**config.mk**
```make
export PLATFORM = sky130hd
export DESIGN_NAME = gru_seq_ctrl
export DESIGN_NICKNAME = d
export VERILOG_FILES = /design/src/rtl/gru_seq_ctrl.sv
export SDC_FILE = /design/constraint.sdc
export NUM_CORES = 1
export LEC_CHECK = 0
export CAP_MARGIN = 5
export CORE_ASPECT_RATIO = 2
export CORE_UTILIZATION = 48
export CTS_CLUSTER_DIAMETER = 50
export CTS_CLUSTER_SIZE = 10
export DETAILED_ROUTE_END_ITERATION = 10
export PLACE_DENSITY = 0.84
export RECOVER_POWER = 25
export SKIP_LAST_GASP = 1
export SLEW_MARGIN = 20
export SYNTH_ARGS = -nofsm -noshare
export SYNTH_HDL_FRONTEND = slang
export SYNTH_SLANG_ARGS = --single-unit
```
**constraint.sdc**
```tcl
create_clock -name clk -period 3.2 [get_ports clk]
set_clock_uncertainty 0.2 [all_clocks]
set_input_delay 0.32 -clock clk [delete_from_list [all_inputs] [get_ports clk]]
set_output_delay 0.32 -clock clk [all_outputs]
set_load 0.005 [all_outputs]
```
**src/rtl/gru_seq_ctrl.sv**
```systemverilog
// gru_seq_ctrl
//   Upstream sequencer for the combinational gru_lstm cell. It takes input
//   samples over a valid/ready handshake, drives X and h_in to the cell, waits
//   SETTLE_CYCLES for the cell to settle, captures h_out into the recurrent
//   hidden-state register and emits it downstream. It also tracks the sequence
//   boundaries (first/last) and the step index inside the current sequence.
//
//   Handshakes: a transfer happens on a rising clock edge where both valid and
//   ready are 1. The producer holds data stable while valid=1 and ready=0. The
//   ready signal of either port never depends on the valid signal of that port.
//
//   Optional build macro GRU_SEQ_LAST_ONLY_EN (sequence-to-one mode): only the
//   last step of a sequence produces an output; h is still updated every step.
//
// Ports
//   clk        in   system clock, rising edge
//   rst_n      in   synchronous active-low reset
//   in_valid   in   input sample valid
//   in_ready   out  block can accept a sample
//   in_data    in   input sample X (signed)
//   in_first   in   sample starts a new sequence (h cleared before use)
//   in_last    in   sample ends the current sequence
//   cell_x     out  drives gru_lstm X
//   cell_h     out  drives gru_lstm h_in
//   cell_hout  in   gru_lstm h_out
//   out_valid  out  hidden-state output valid
//   out_ready  in   downstream accepts output
//   out_data   out  captured hidden state
//   out_last   out  output belongs to the last step of a sequence
//   step_cnt   out  step index inside the sequence, starting at 0
//   dbg_state  out  current FSM state (0 IDLE, 1 SETTLE, 2 CAPTURE, 3 OUT)
module gru_seq_ctrl #(
    parameter int DATA_W        = 8,
    parameter int SETTLE_CYCLES = 2,
    parameter int CNT_W         = 8
) (
    input  logic              clk,
    input  logic              rst_n,
    input  logic              in_valid,
    output logic              in_ready,
    input  logic [DATA_W-1:0] in_data,
    input  logic              in_first,
    input  logic              in_last,
    output logic [DATA_W-1:0] cell_x,
    output logic [DATA_W-1:0] cell_h,
    input  logic [DATA_W-1:0] cell_hout,
    output logic              out_valid,
    input  logic              out_ready,
    output logic [DATA_W-1:0] out_data,
    output logic              out_last,
    output logic [CNT_W-1:0]  step_cnt,
    output logic [1:0]        dbg_state
);

    typedef enum logic [1:0] {
        S_IDLE    = 2'd0,
        S_SETTLE  = 2'd1,
        S_CAPTURE = 2'd2,
        S_OUT     = 2'd3
    } state_t;

    // The counter is loaded with SETTLE_CYCLES-1 so that the cell inputs stay
    // stable for exactly SETTLE_CYCLES cycles in SETTLE before CAPTURE.
    localparam logic [3:0] SETTLE_LOAD = 4'(SETTLE_CYCLES - 1);

    state_t              r_state;
    state_t              w_state_nxt;
    logic [3:0]          r_settle_cnt;
    logic [DATA_W-1:0]   r_cell_x;
    logic [DATA_W-1:0]   r_cell_h;
    logic [DATA_W-1:0]   r_h;
    logic                r_last_q;
    logic [CNT_W-1:0]    r_step;
    logic [DATA_W-1:0]   r_out_data;
    logic                r_out_last;
    logic                w_accept;
    logic                w_in_ready;
    logic                w_out_valid;

    // State register.
    always_ff @(posedge clk) begin
        if (!rst_n) begin
            r_state <= S_IDLE;
        end else begin
            r_state <= w_state_nxt;
        end
    end

    // Next state and handshake outputs. in_ready is gated by rst_n so that it
    // reads 0 for the whole reset window and 1 as soon as reset is released.
    always_comb begin
        w_state_nxt = r_state;
        w_in_ready  = 1'b0;
        w_out_valid = 1'b0;
        case (r_state)
            S_IDLE: begin
                w_in_ready = rst_n;
                if (in_valid && rst_n) begin
                    w_state_nxt = S_SETTLE;
                end
            end
            S_SETTLE: begin
                if (r_settle_cnt == 4'd0) begin
                    w_state_nxt = S_CAPTURE;
                end
            end
            S_CAPTURE: begin
`ifdef GRU_SEQ_LAST_ONLY_EN
                w_state_nxt = r_last_q ? S_OUT : S_IDLE;
`else
                w_state_nxt = S_OUT;
`endif
            end
            S_OUT: begin
                w_out_valid = 1'b1;
                if (out_ready) begin
                    w_state_nxt = S_IDLE;
                end
            end
            default: begin
                w_state_nxt = S_IDLE;
            end
        endcase
    end

    assign w_accept = in_valid & w_in_ready;

    // Datapath: cell drive, recurrent state, step counter and output holding.
    always_ff @(posedge clk) begin
        if (!rst_n) begin
            r_settle_cnt <= 4'd0;
            r_cell_x     <= '0;
            r_cell_h     <= '0;
            r_h          <= '0;
            r_last_q     <= 1'b0;
            r_step       <= '0;
            r_out_data   <= '0;
            r_out_last   <= 1'b0;
        end else begin
            case (r_state)
                S_IDLE: begin
                    if (w_accept) begin
                        r_cell_x     <= in_data;
                        r_cell_h     <= in_first ? '0 : r_h;
                        r_last_q     <= in_last;
                        r_step       <= in_first ? '0 : r_step + CNT_W'(1);
                        r_settle_cnt <= SETTLE_LOAD;
                    end
                end
                S_SETTLE: begin
                    if (r_settle_cnt != 4'd0) begin
                        r_settle_cnt <= r_settle_cnt - 4'd1;
                    end
                end
                S_CAPTURE: begin
                    // h is passed through bit-exact, no saturation.
                    r_h        <= cell_hout;
                    r_out_data <= cell_hout;
                    r_out_last <= r_last_q;
                end
                default: begin
                end
            endcase
        end
    end

    assign in_ready  = w_in_ready;
    assign out_valid = w_out_valid;
    assign cell_x    = r_cell_x;
    assign cell_h    = r_cell_h;
    assign out_data  = r_out_data;
    assign out_last  = r_out_last;
    assign step_cnt  = r_step;
    assign dbg_state = r_state;

endmodule

```
==> metrics.md <==
| Metric | Value |
|---|---|
| Clock Power Share | 21.6% |
| N_diodes | 0 |
| Most used cell, CP | clkdlybuf4s50_1 |
| R2r startpoint | r_settle_cnt[0]$_SDFFE_PN0P_ |
| Clock latency on the worst-skew pair | 0.29 ns |
| Worst EP arrival | 1.82 ns |
| Final hold vios | 0 |
| Row count | 30 |
| Layout cells sized above 1 | 4.71% |
| Area Overhead vs Synth | 39.9% |
| Residual DRC | 0 |
| Reg2Reg Setup Slack | 1.00 ns |
| Post-CTS setup repair buffer count | 0 |
| Via count | 1527 |
| Syn Area/Cell | 8.54 um2 |
| GPL Wtd Cong | 0.795 |
| Top post-synthesis cells by area | dfxtp_1 48%, nand2_1 9.1%, ha_1 5.9% |
| CTS clk-pin slew, worst paths | 0.08 ns |
| Max-slew violations | 0 |
| CP endpoint kind | output pin |
| Post-route clock period utilization | 73.2% |
| Worst EP required | 2.68 ns |
| Worst Tran Pin Value | 0.619 ns |
| Top layer in use | met4 |
| RSZ-0062 raised after global routing | no |
| Vias per cell | 5.32 |
| Worst ir drop on vdd | 0.431 mV |
| Iter 0 DRT Violations | 40 |
| M1 wire length | 1.52 mm |
| Post-synth cell types | 33 |
| Synthesized net count | 227 |
| TritonCTS Buffers | 5 |
| Setup_tns | 0 ns |
| Relative slew slack | 58.8% |
| CP top delay family | buffers and inverters |
| CTS resizes | 0 |
| Drt first pass iters | 7 |
| DR WL met2 | 2.26 mm |
| Hold_sp | cell_h[0]$_SDFFE_PN0P_ |
| NumNets Final | 284 |
| Switch Pwr | 0.504 mW |
| Initial antenna violation count | 0 |
| Critical setup path kind | in2out |
| Combinational share of power | 35.8% |
| Leakage power | 0.971 nW |
| Die width | 43.9 um |
| Cell taking the most area after synthesis | dfxtp_1 |
| CTS tree | yes |
| Worst-path fanout max | 9 |
| Number of port buffers | 58 |
| Sequential share of power | 42.6% |
| Largest net degree at the start of global routing | 22 |
| Max cap viols | 0 |
| Reg2Reg Depth | 6 |
| Starting density of the core | 49.8% |
| Sw Share | 33.6% |
| HPWL Detailed | 2.94 mm |
| Worst-case clock buffer depth | 2 |
| Worst r2r dst | dbg_state[0]$_SDFFE_PN0P_ |
| Cell Pwr Density | 636 mW/mm2 |
| I/O pin cnt | 59 |
| Clock H-tree levels | 2 |
| Die Span Y | 85.7 um |
| Global-route wire length before repair | 6.44 mm |
| Int Power | 0.993 mW |
| CTS Hold Buffers Added | 0 |
| Avg WL per Cell | 13.9 um |
| Critical Path Max Stage Delay | 0.65 ns |
| Global Route Usage Sum | 22.6% |
| Vias in the first global route | 1428 |
| Core area | 0.00338 mm2 |
| Minimum clock period | 2.34 ns |
| Syn Inst Count | 197 |
| Setup violators final | 0 |
| DR WL met3 | 120 um |
| Proportion of synthesized chip area in sequential cells | 47.6% |
| CTS sink cnt | 40 |
| Power, Total | 1.50 mW |
| Worst setup SP type | input pin |
| Hold depth | 2 |
| Slowest CP cell | clkdlybuf4s50_1 |
| Worst path cell trace | clkdlybuf4s50_1 > buf_4 > and2_1 > clkdlybuf4s50_1 |
| Detail Route Antenna Nets | 0 |
| Clk root buf | clkbuf_8 |
| Hold crit path type | reg2reg |
| Status | completed |
| Synthesized area | 0.00168 mm2 |
| Die area | 0.00376 mm2 |
| Max Fclk | 427 MHz |
| Post-synth top area share | 47.6% |
| #FFs+latches synth | 40 |
| Total wire length | 3.99 mm |
| Yosys warns | 0 |
| Worst Hold Path EP | cell_h[0]$_SDFFE_PN0P_ |
| Grt ovf | 0 |
| Buffers & Inverters on Critical Path | 3 |
==> worst max path at each step <==
| stage | startpoint | endpoint | slack (ns) | depth (start not counted) |
|---|---|---|---|---|
| 6_report | rst_n | in_ready | 0.86 | 4 |
| 5_1_grt | rst_n | in_ready | 0.78 | 4 |
| 4_1_cts | rst_n | in_ready | 0.87 | 4 |
| 3_5_place_dp | rst_n | step_cnt[0]$_SDFFE_PN0P_ | 0.81 | 6 |
| 3_3_place_gp | rst_n | step_cnt[0]$_SDFFE_PN0P_ | 0.86 | 6 |
| 2_1_floorplan | r_settle_cnt[0]$_SDFFE_PN0P_ | dbg_state[0]$_SDFFE_PN0P_ | 1.27 | 6 |
==> through the flow <==
| stage | hold slack, ns | cells | utilization (%) | cell area [um2] | worst slack [ns] |
|---|---|---|---|---|---|
| 2_1_floorplan | 0.219 | 197 | - | 1680 | 1.27 |
| 3_3_place_gp | 0.242 | 279 | 67.1 | 2270 | 0.862 |
| 3_5_place_dp | 0.248 | 279 | 67.1 | 2270 | 0.809 |
| 4_1_cts | 0.259 | 287 | 69.7 | 2350 | 0.866 |
| 5_1_grt | 0.273 | 287 | 69.7 | 2350 | 0.780 |
| 6_report | 0.253 | 287 | 69.7 | 2350 | 0.856 |
==> state kept, by name, summed over array words and instances, names as in the netlist <==
signal / cells
cell_x: 8
r_settle_cnt: 4
dbg_state: 2
step_cnt: 8
r_last_q: 1
cell_h: 8
out_last: 1
out_data: 8
==> worst reg2reg max path: stages, from the launching register on <==
cell	delay, ns
dfxtp_1	0.34
inv_1	0.10
ha_1	0.20
or3b_4	0.42
a222oi_1	0.56
nor2_1	0.08
a211oi_1	0.22
==> synth_stat cells (all sizes together) <==
cell and number:
or3 1, and3 2, a21oi 10, ha 8, mux2i 9, o32ai 1
o21a 1, xnor2 2, dfxtp 40, inv 9, nor3 2, a221oi 1
and2 1, buf 4, a31oi 1, nand3 15, or3b 1, nand2 41
nor2 20, nand3b 1, o31ai 1, and2b 1, o2111ai 1, nand4 5
o21ai 4, clkbuf 7, a222oi 1, a211oi 1, xor2 5, nand2b 1
==> layer usage <==
layer | vias to the layer above | global-route usage (%)
met5 | - | 0
met4 | 0 | 9.64
met3 | 6 | 5.47
met2 | 36 | 39.8
met1 | 715 | 24.9
li1 | 770 | -
==> power groups by stage <==
stage	registers (mW)	logic, mW	clock network [mW]
6_report	0.638	0.536	0.323
5_1_grt	0.646	0.603	0.350
4_1_cts	0.639	0.551	0.332
3_5_place_dp	0.650	0.549	0
3_3_place_gp	0.648	0.542	0
2_1_floorplan	0.638	0.328	0
==> layout by cell type (no fill, tap or decap), drive strengths merged, types with 2 or more instances in the layout <==
cell / count
a21oi: 10
and3: 2
buf: 3
clkbuf: 5
clkdlybuf4s50: 39
clkinv: 3
dfxtp: 40
dlygate4sd3: 19
ha: 8
inv: 9
mux2i: 9
nand2: 41
nand3: 15
nand4: 5
nor2: 20
nor3: 2
o21ai: 4
xnor2: 2
xor2: 5
==> logic make-up after synthesis <==
logic type | after synthesis | share of synthesized area (%)
buffers and inverters | 20 | 5.50
adders and majority gates | 8 | 5.95
and+or+nand+nor | 91 | 23.9
DFF | 40 | 47.6
xor gates and xnor gates | 7 | 3.64
muxes | 9 | 5.35
AOI/OAI and AO/OA | 22 | 8.03
==> cell type report <==
type	instances	area [um2]
fillers	279	1020
clock inverters	3	18.8
inverters	9	33.8
multi-input cells	137	790
repair buffers	61	603
clock buffers	5	68.8
well taps	32	40.0
flip-flops and latches	40	801
Power figures use the tool's default switching activity.
